**config.mk**
```make
export PLATFORM = sky130hd
export DESIGN_NAME = quat_result_packer
export DESIGN_NICKNAME = d
export VERILOG_FILES = /design/src/rtl/quat_result_packer.sv
export SDC_FILE = /design/constraint.sdc
export NUM_CORES = 1
export LEC_CHECK = 0
export CAP_MARGIN = 20
export CELL_PAD_IN_SITES_DETAIL_PLACEMENT = 2
export CELL_PAD_IN_SITES_GLOBAL_PLACEMENT = 2
export CORE_ASPECT_RATIO = 0.6
export CORE_UTILIZATION = 41
export DETAILED_ROUTE_END_ITERATION = 16
export DONT_BUFFER_PORTS = 1
export GPL_ROUTABILITY_DRIVEN = 1
export GPL_TIMING_DRIVEN = 0
export PLACE_DENSITY = 0.83
export SYNTH_ARGS = -nofsm -noshare
export SYNTH_HDL_FRONTEND = slang
export SYNTH_SLANG_ARGS = --single-unit
```
**constraint.sdc**
```tcl
create_clock -name clk -period 3.1 [get_ports clk]
set_clock_uncertainty 0.15 [all_clocks]
set_input_delay 0.31 -clock clk [delete_from_list [all_inputs] [get_ports clk]]
set_output_delay 0.31 -clock clk [all_outputs]
set_load 0.1 [all_outputs]
```
**src/rtl/quat_result_packer.sv**
```systemverilog
// Rounds and saturates the four 32-bit quaternion product components to 16 bits,
// buffers whole quaternions in a small FIFO and serializes them one component per beat.
module quat_result_packer #(
    parameter int FRAC  = 14,
    parameter int DEPTH = 4
) (
    input  logic               clk,
    input  logic               rst,
    input  logic               in_valid,
    output logic               in_ready,
    input  logic signed [31:0] q0,
    input  logic signed [31:0] q1,
    input  logic signed [31:0] q2,
    input  logic signed [31:0] q3,
    output logic               out_valid,
    input  logic               out_ready,
    output logic signed [15:0] out_data,
    output logic [1:0]         out_idx,
    output logic               out_last,
    output logic               sat_flag,
    output logic [15:0]        sat_count
);

    localparam int PW = $clog2(DEPTH);
    localparam logic signed [32:0] HALF = 33'sd1 <<< (FRAC - 1);

    logic [15:0]   r_mem    [DEPTH][4];
    logic [3:0]    r_satMem [DEPTH];
    logic [PW-1:0] r_wrPtr;
    logic [PW-1:0] r_rdPtr;
    logic [PW:0]   r_count;
    logic [1:0]    r_idx;
    logic [15:0]   r_satCount;

    logic signed [31:0] w_q    [4];
    logic [15:0]        w_conv [4];
    logic [3:0]         w_sat;
    logic               w_full;
    logic               w_empty;
    logic               w_push;
    logic               w_beat;
    logic               w_pop;

    // Widened to 33 bits so adding the rounding half can never wrap.
    function automatic logic [16:0] convert(input logic signed [31:0] q);
        logic signed [32:0] w_sum;
        logic signed [32:0] w_round;
        w_sum   = $signed({q[31], q}) + HALF;
        w_round = w_sum >>> FRAC;
        if (w_round > 33'sd32767)
            convert = {1'b1, 16'h7FFF};
        else if (w_round < -33'sd32768)
            convert = {1'b1, 16'h8000};
        else
            convert = {1'b0, w_round[15:0]};
    endfunction

    assign w_q[0] = q0;
    assign w_q[1] = q1;
    assign w_q[2] = q2;
    assign w_q[3] = q3;

    always_comb begin
        w_sat = '0;
        for (int k = 0; k < 4; k++) begin
            w_conv[k] = '0;
            {w_sat[k], w_conv[k]} = convert(w_q[k]);
        end
    end

    assign w_full    = (r_count == (PW+1)'(DEPTH));
    assign w_empty   = (r_count == '0);
    assign in_ready  = !rst || !w_full;
    assign out_valid = rst && !w_empty;
    assign w_push    = in_valid && !w_full;
    assign w_beat    = out_valid && out_ready;
    assign w_pop     = w_beat && (r_idx == 2'd3);
    assign sat_count = r_satCount;

    always_comb begin
        out_data = '0;
        out_idx  = '0;
        out_last = 1'b0;
        sat_flag = 1'b0;
        if (out_valid) begin
            out_data = r_mem[r_rdPtr][r_idx];
            out_idx  = r_idx;
            out_last = (r_idx == 2'd3);
            sat_flag = r_satMem[r_rdPtr][r_idx];
        end
    end

    // Storage is left uncleared on reset; pointers and count alone define its contents.
    always_ff @(posedge clk) begin
        if (!rst) begin
            r_wrPtr    <= '0;
            r_rdPtr    <= '0;
            r_count    <= '0;
            r_idx      <= '0;
            r_satCount <= '0;
        end else begin
            if (w_push) begin
                for (int k = 0; k < 4; k++)
                    r_mem[r_wrPtr][k] <= w_conv[k];
                r_satMem[r_wrPtr] <= w_sat;
                r_wrPtr           <= r_wrPtr + PW'(1);
                if ((|w_sat) && (r_satCount != 16'hFFFF))
                    r_satCount <= r_satCount + 16'd1;
            end
            if (w_beat)
                r_idx <= r_idx + 2'd1;
            if (w_pop)
                r_rdPtr <= r_rdPtr + PW'(1);
            if (w_push && !w_pop)
                r_count <= r_count + (PW+1)'(1);
            else if (!w_push && w_pop)
                r_count <= r_count - (PW+1)'(1);
        end
    end

endmodule

```
[Yosys cells after proc, flatten, opt, wreduce, memory -nomap -nowiden]
Memories as Yosys holds them, arrays and structs flattened. A register that Yosys moved wholly into a read port is not among the register bits.
Cells that the tools add are included.
Storage, ports and cells
  bits in registers: 25
  bits in writable memories: 272
  output and inout port bits: 38
  word-level logic and storage cells: 74
  memories kept: 2
Cells by class
  add/subtract/negate cells: 10
  $lt $le $gt $ge: 10
  eq/ne operators: 3
  muxes and demuxes: 26
  bitwise gates (word level): 1
  reductions and logical operators: 17
Memories
  r_mem: words 4, width 64, rd ports 1, clocked after memory_dff 1, wr ports 1, RTL line 27  | logic [15:0] r_mem [DEPTH][4];
  r_satMem: words 4, width 4, rd ports 1, clocked after memory_dff 1, wr ports 1, RTL line 28  | logic [3:0] r_satMem [DEPTH];
Operator list (number)
  $mux 17: 8
  $add 32x15->33 const B: 4
  $gt 19x16->1 const B: 4
  $lt 19x16->1 const B: 4
  $mux 16: 3
  $bmux 16 s2: 1
  $add 16x1->16 const B: 1
  $ne 16x16->1 const B: 1
  $mux 2: 5
  $logic_and 1x1->1: 7
  $add 2x1->2 const B: 3
  $mux 1: 6
  $mux 3: 2
  $logic_not 1->1: 5
  $reduce_or 4->1: 1
  $add 3x1->3 const B: 1
  $eq 3x3->1 const B: 1
  $ge 3x3->1 const B: 1
  $logic_not 3->1: 1
  $lt 2x3->1 const B: 1
  $not 2->3: 1
  $sub 3x1->3 const B: 1
  $bmux 1 s2: 1
  $eq 2x2->1 const B: 1
  3 further kinds: 3

[Longest topological paths before layout]
Gate-level depths: netlist of run 1.
  depth in word-level cells: 8
  depth in mapped cells: 13

[Worst setup path before layout of run 1]
OpenSTA, ideal clock, no wires.
  path kind: reg2reg
  from: register r_count[0]
  to: register r_count[2]
  arrival: 4.017 ns
  data required time: 2.880 ns
  slack: -1.137 ns
  cell stages (with the launch flop): 11
  path buffers: 0
  cells stage by stage: dfxtp_1 > nor3_1 > nor2_1 > and2_1 > nand2_1 > ha_1 > inv_1 > fa_1 > xor2_1 > or3_1 > a21oi_1
On the way
  longest elaborated chain between the ends: 8
  elaborated cells between the ends (all ways): 17
  those cells by class: add/sub (2); eq/ne (1); mux (2); reduce/logical (12)
RTL lines
  start: declaration: RTL line 31  | logic [PW:0] r_count;
  start signal: assignment: RTL line 115  | r_count <= r_count + (PW+1)'(1);
  start signal: assignment: RTL line 117  | r_count <= r_count - (PW+1)'(1);
  $logic_not 3->1 (*): RTL line 72  | assign w_empty = (r_count == '0);
  $logic_not 1->1 (*): RTL line 74  | assign out_valid = rst && !w_empty;
  $logic_and 1x1->1 (*): RTL line 74
  net out_valid: RTL line 15  | output logic out_valid,
  $logic_and 1x1->1 (*): RTL line 76  | assign w_beat = out_valid && out_ready;
  $logic_and 1x1->1 (*): RTL line 77  | assign w_pop = w_beat && (r_idx == 2'd3);
  $logic_not 1->1: RTL line 114  | if (w_push && !w_pop)
  $logic_and 1x1->1: RTL line 114
  $mux 3 or $reduce_bool 2->1 (tied branches)
The timed path passes the listed nets; every way through them passes the cells marked *. The select of a mux whose other input is x is not followed.
A chain may end at the register's enable or synchronous reset.

==> summary.md, run 1 <==
| Metric | Value |
|---|---|
| Status | `completed` |
| Max-cap violations | `0` |
| Critical Path Slowest Stage Cell | `mux4_2` |
| CP Class | `reg2out` |
| Post-synthesis xor/xnor area fraction | `4.212%` |
| Die ar. | `34160 um2` |
| Gr usage total | `24.93%` |
| Placed insts | `1372` |
| Final worst path period share | `98.31%` |
| Pwr Density | `606.3 nW/um2` |
| Area occupied by multi-input gates | `5121 um2` |
| Total Power | `9.721 mW` |
| Main combinational cell family by area after synthesis | `multiplexers` |
| Pin count of the biggest net entering global routing | `60` |
| Setup crit end | `out_data[7]` |
| HP Class | `in2reg` |
| Register area share after synthesis | `63.58%` |
| Largest area contributor in the netlist | `edfxtp_1` |
| Setup Total Neg Slack | `0 ns` |
| Post-Syn Area | `13700 um2` |
| DR iter-0 viols | `612` |
| R2R Path Start | `r_count[2]` |
| Post-synth EDFFs | `272` |
| First-pass GRT wire length | `61.60 mm` |
| Slew headroom | `17.75%` |
| Final Hold Slack | `0.01526 ns` |
| Crit path largest cell delay | `0.56 ns` |
| Post-synth top area share | `59.64%` |
| WL final | `42.72 mm` |
| Final-stage net count | `1108` |
| Die Span X | `238.0 um` |
| DR vias/cell | `5.974` |
| Worst path cell trace | `buf_12, buf_8, mux4_2, mux2i_1, o22ai_4` |
| Leak | `4.817 nW` |
| Worst r2r path cells | `10` |
| # port buffers | `0` |
| DRT Pass-1 Iters | `5` |
| Most common flop cell mapped by yosys | `edfxtp_1` |
| Post-Syn Nets | `1057` |
| Ratio of cells with drive above 1 in the final layout | `24.72%` |
| Max Clock Freq | `0.3281 GHz` |
| Post-synthesis mux area share | `13.91%` |
| Yosys reg bits | `299` |
| Actual slew at the worst max-slew pin | `1.221 ns` |
| Simple-Gate Fraction of Synth Area | `7.948%` |
| Antenna fix cells | `0` |
| Crit path launch type | `flop` |
| Post-place setup slack | `-0.6024 ns` |
| CP endpoint kind | `primary output` |
| Vias | `8584` |
| Worst skew pair latency | `0.58 ns` |
| Num CTS Buffers | `30` |
| Remaining DRCs | `0` |
| Buf/Inv on CP | `2` |
| Crit path DAT | `2.59 ns` |
| R2R setup slack | `0.13 ns` |
| Fin cells | `1437` |
| Top delay family on crit path | `multiplexers` |
| Peak supply drop | `0.4337 mV` |
| Core Util, Final | `49.07%` |
| Area of the core | `32670 um2` |
| Vias in the first global route | `9171` |
| Critical Path Stages | `5` |
| DR WL/cell | `29.73 um` |
| Tmin final | `3.048 ns` |
| Cells after Synth | `913` |
| Final ANT Viol Nets | `0` |
| Htree depth | `1` |
| Required time worst endpoint | `2.64 ns` |
| Setup WS post-layout | `0.05250 ns` |
| Synth warnings | `0` |
| # rows | `51` |
| DIE HEIGHT | `143.6 um` |
| Synth Area in Compound Gates | `7.108%` |
| Most numerous cell in the Yosys netlist | `edfxtp_1` |
| Initial antenna violation count | `1` |
| Final instance area | `16030 um2` |
| Dpl hpwl | `29.93 mm` |
| Ranking of synthesized cells by area | `edfxtp_1 60%, mux4_2 11%, dfxtp_1 3.9%, xor2_1 2.8%, o21ai_0 2.6%` |
| CTS tree | `built` |
| Synth-to-Final Area Change | `17.06%` |
| Post-synth top cells | `272 x edfxtp_1, 72 x o21ai_0, 68 x mux4_2` |
| Unique masters post-synth | `61` |
| Slew Viols, Final | `0` |
| Clock Tree Root | `clkbuf_16` |
| Placed inst area | `14700 um2` |
| Worst-path clk slew | `0.07 ns` |
| # IOs | `170` |
| Fin. Hold Viols | `0` |
| Clock Tree Buf Depth | `3` |
| FILL cells | `3053` |
| Initial core utilization | `41.92%` |
| Grt total ovfl | `0` |
| GP Congestion | `0.8006` |
| Share of flip-flops with an asynchronous set or reset | `0%` |
| Post-synthesis average cell area | `15.00 um2` |
| Storage cell area | `8738 um2` |
| Critical R2R Capture | `r_count[2]` |
| Synth Area in Adders | `1.151%` |
| Sink Count | `299` |
| Setup violations, final | `0` |
| Worst-path maximum fanout | `10` |
==> flip-flops by register name, summed over array words and instances, names as in the netlist, named ones only <==
register and cells:
r_rdPtr 2, r_count 3, r_satMem 16, r_idx 2
r_mem 256, r_wrPtr 2, sat_count 16
==> timing repair <==
action / CTS / global route
hold buffers: 7 / 0
resized for setup: 106 / 25
gates cloned: 0 / 0
setup endpoints to repair: 35 / 98
setup buffers: 0 / 6
pin swaps: 13 / 9
hold endpoints to repair: 29 / 0
==> power by group <==
part	leakage [nW]	total (mW)	internal, mW	switching, mW
clock	0.421	3.41	1.79	1.62
sequential	2.67	4.77	4.65	0.120
combinational	1.72	1.55	0.455	1.09
==> layout by cell type (no fill, tap or decap), drive strengths merged, types with 17 or more instances in the layout <==
| cell type | instances |
|---|---|
| a21oi | 27 |
| and3 | 25 |
| buf | 35 |
| clkbuf | 67 |
| dfxtp | 27 |
| edfxtp | 272 |
| inv | 19 |
| mux2i | 34 |
| mux4 | 68 |
| nand2 | 49 |
| nand3 | 38 |
| nor2 | 27 |
| o21ai | 79 |
| or3 | 17 |
| xnor2 | 20 |
| xor2 | 45 |
==> worst min path at each step <==
| stage | startpoint | endpoint | slack [ns] | cells after the start |
|---|---|---|---|---|
| after global routing | q1[30] | r_satMem[0][1] | 0.03 | 1 |
| after floorplan | out_ready | r_idx[1] | 0.29 | 2 |
| after detailed placement | out_ready | r_idx[1] | 0.31 | 2 |
| after global placement | out_ready | r_idx[1] | 0.30 | 2 |
| final | q1[30] | r_mem[0][35] | 0.02 | 2 |
| after CTS | q1[30] | r_satMem[0][1] | 0.01 | 1 |
==> cell families (layout without fill, tap and decap cells) <==
kind of cell    after synthesis  count (layout)
simple gates                207             207
fa+ha+maj                    12              12
flops                       299             299
compound gates              155             155
mux                         105             105
buf+inv                      70             144
xor+xnor                     65              65
==> per-layer routing <==
metal  wire length [um]  vias up  GRT usage [%]
li1                   -     3708              -
met2              20500      252          41.15
met4                683        0          5.739
met1              19170     4576          34.05
met3               2368       48          5.186
met5                  0        -              0
==> area by class of cell <==
type	count	share of cell area [%]
Sequential cell	299	54.51
Multi-Input combinational cell	544	31.94
Clock buffer	40	4.917
Tap cell	450	3.512
Timing Repair Buffer	22	2.045
Buffer	47	2.045
Clock inverter	15	0.5385
Inverter	20	0.4917
Power figures use the tool's default switching activity.
==> run 2, diff against run 1 <==
- REMOVE_ABC_BUFFERS: default -> 1
==> run 2 against run 1 <==
- non-clock buffer count is 31 lower
- power is 1.1% higher
- first-iteration DRC count is 11% lower
- sequential power hardly changed
- die area stayed put
- fmax is 1.0% higher
- via count is 2.0% lower
- register-to-register slack hardly changed
- clock power is 6% higher
- wire length is 6.9% lower
- critical path depth stayed put
==> summary.md, run 2 (same netlist as run 1, synthesis figures left out) <==
| Metric | Value |
|---|---|
| Status | `completed` |
| Area of the core | `32670 um2` |
| # port buffers | `0` |
| Tmin final | `3.017 ns` |
| Crit path launch type | `flop` |
| Sink Count | `299` |
| Sw power | `2.677 mW` |
| Final instance area | `15960 um2` |
| Int Pwr | `7.148 mW` |
| Fin cells | `1403` |
| Worst skew pair latency | `0.56 ns` |
| DIE HEIGHT | `143.6 um` |
| Num CTS Buffers | `29` |
| Worst-path maximum fanout | `11` |
| Largest register FFs | `256` |
| CP Class | `reg2out` |
| Worst-path clk slew | `0.07 ns` |
| Cell count of the worst hold path | `1` |
| Max Clock Freq | `0.3315 GHz` |
| Final worst path period share | `97.32%` |
| CP endpoint kind | `primary output` |
| Ratio of cells with drive above 1 in the final layout | `22.35%` |
| Largest Register | `r_mem` |
| Final ANT Viol Nets | `0` |
| Initial antenna violation count | `0` |
| Setup violations, final | `0` |
| Slew Viols, Final | `0` |
| DR iter-0 viols | `544` |
| Remaining DRCs | `0` |
| Initial core utilization | `41.92%` |
| Antenna fix cells | `0` |
| DR WL/cell | `28.34 um` |
| Switch share | `27.25%` |
| Max-cap violations | `0` |
| Core Util, Final | `48.85%` |
| Most common cell after layout, fill and taps aside | `edfxtp_1` |
| Pwr Density | `615.7 nW/um2` |
| Worst r2r path cells | `7` |
| Pin count of the biggest net entering global routing | `56` |
| HP Class | `in2reg` |
| Htree depth | `1` |
| Gr usage total | `23.58%` |
| Clock Tree Buf Depth | `3` |
| Placed inst area | `14640 um2` |
| Final-stage net count | `1076` |
| DR vias/cell | `5.999` |
| Crit path DAT | `2.56 ns` |
| DRT Pass-1 Iters | `5` |
| Slew headroom | `27.17%` |
| First-pass GRT wire length | `59.16 mm` |
| Peak supply drop | `0.3895 mV` |
| Vias in the first global route | `9148` |
| Synth-to-Final Area Change | `16.53%` |
| Comb power frac | `14.9%` |
| Reg power frac | `48.5%` |
| Grt total ovfl | `0` |
| CTS tree | `built` |
| # IOs | `170` |
| Clock power share | `36.6%` |
| Actual slew at the worst max-slew pin | `1.091 ns` |
| # rows | `51` |
| Fin. Hold Viols | `0` |
| GP Congestion | `0.7665` |
| WL final | `39.76 mm` |
| Clock Tree Root | `clkbuf_16` |
| Placed insts | `1332` |
| Required time worst endpoint | `2.64 ns` |
| Leak | `4.792 nW` |
| Vias | `8416` |
| Dpl hpwl | `26.49 mm` |
| Most frequent cells in the layout | `272 x edfxtp_1, 71 x o21ai_0, 68 x mux4_2` |
| Die ar. | `34160 um2` |
| Die Span X | `238.0 um` |
run 2: repair_timing:
item,CTS,global route
pin swaps,9,0
hold endpoints to repair,37,3
hold buffers,10,1
gates resized for setup,26,10
endpoints found under the setup margin,123,64
buffers inserted,6,0
run 2: final cells by class:
type,instances,area [um2]
multi-input cells,544,4956
clock buffers,32,737.0
clock inverters,20,197.7
fillers,3043,16710
repair buffers,38,698.2
inverters,20,78.83
well taps,450,563.0
flip-flops and latches,299,8728
run 2: power by group through the flow:
stage	Clock, mW	Sequential (mW)	Combinational, mW
4_1_cts	3.66	4.77	1.45
6_report	3.60	4.77	1.46
5_1_grt	3.80	4.78	1.53
2_1_floorplan	0	4.84	0.854
3_5_place_dp	0	4.85	1.38
3_3_place_gp	0	4.88	1.07
run 2: path summary, 6_finish.rpt:
path	endpoint	start	slack (ns)
max reg2reg	sat_count[14]	sat_count[6]	0.14
max	out_data[14]	flop	0.08
min	r_mem[3][35]	rst	0.03
min reg2reg	r_rdPtr[0]	r_rdPtr[0]	0.41
run 2: per-layer routing:
layer | part of all wire (%) | track usage, % | up-vias
li1 | - | - | 3639
met1 | 43 | 31.42 | 4469
met2 | 49 | 40.44 | 249
met3 | 5.5 | 4.360 | 59
met4 | 2.1 | 5.127 | 0
met5 | 0 | 0 | -
run 2: worst max-delay path, cell delays in order, from the launching register on:
cell and delay, ns:
dfxtp_4 0.38, buf_4 0.21, buf_12 0.18, mux4_2 0.52, mux2i_1 0.36, o22ai_4 0.32
run 2: stage by stage:
step	total power [mW]	setup TNS, ns	worst slack [ns]	hold slack [ns]
2_1_floorplan	5.690	-67.47	-2.497	0.2913
3_3_place_gp	5.952	-570.42	-3.969	0.2995
3_5_place_dp	6.236	-117.46	-1.012	0.3184
4_1_cts	9.881	0	0.02254	0.02287
5_1_grt	10.11	-0.04439	-0.009479	0.02629
6_report	9.825	0	0.08296	0.02586
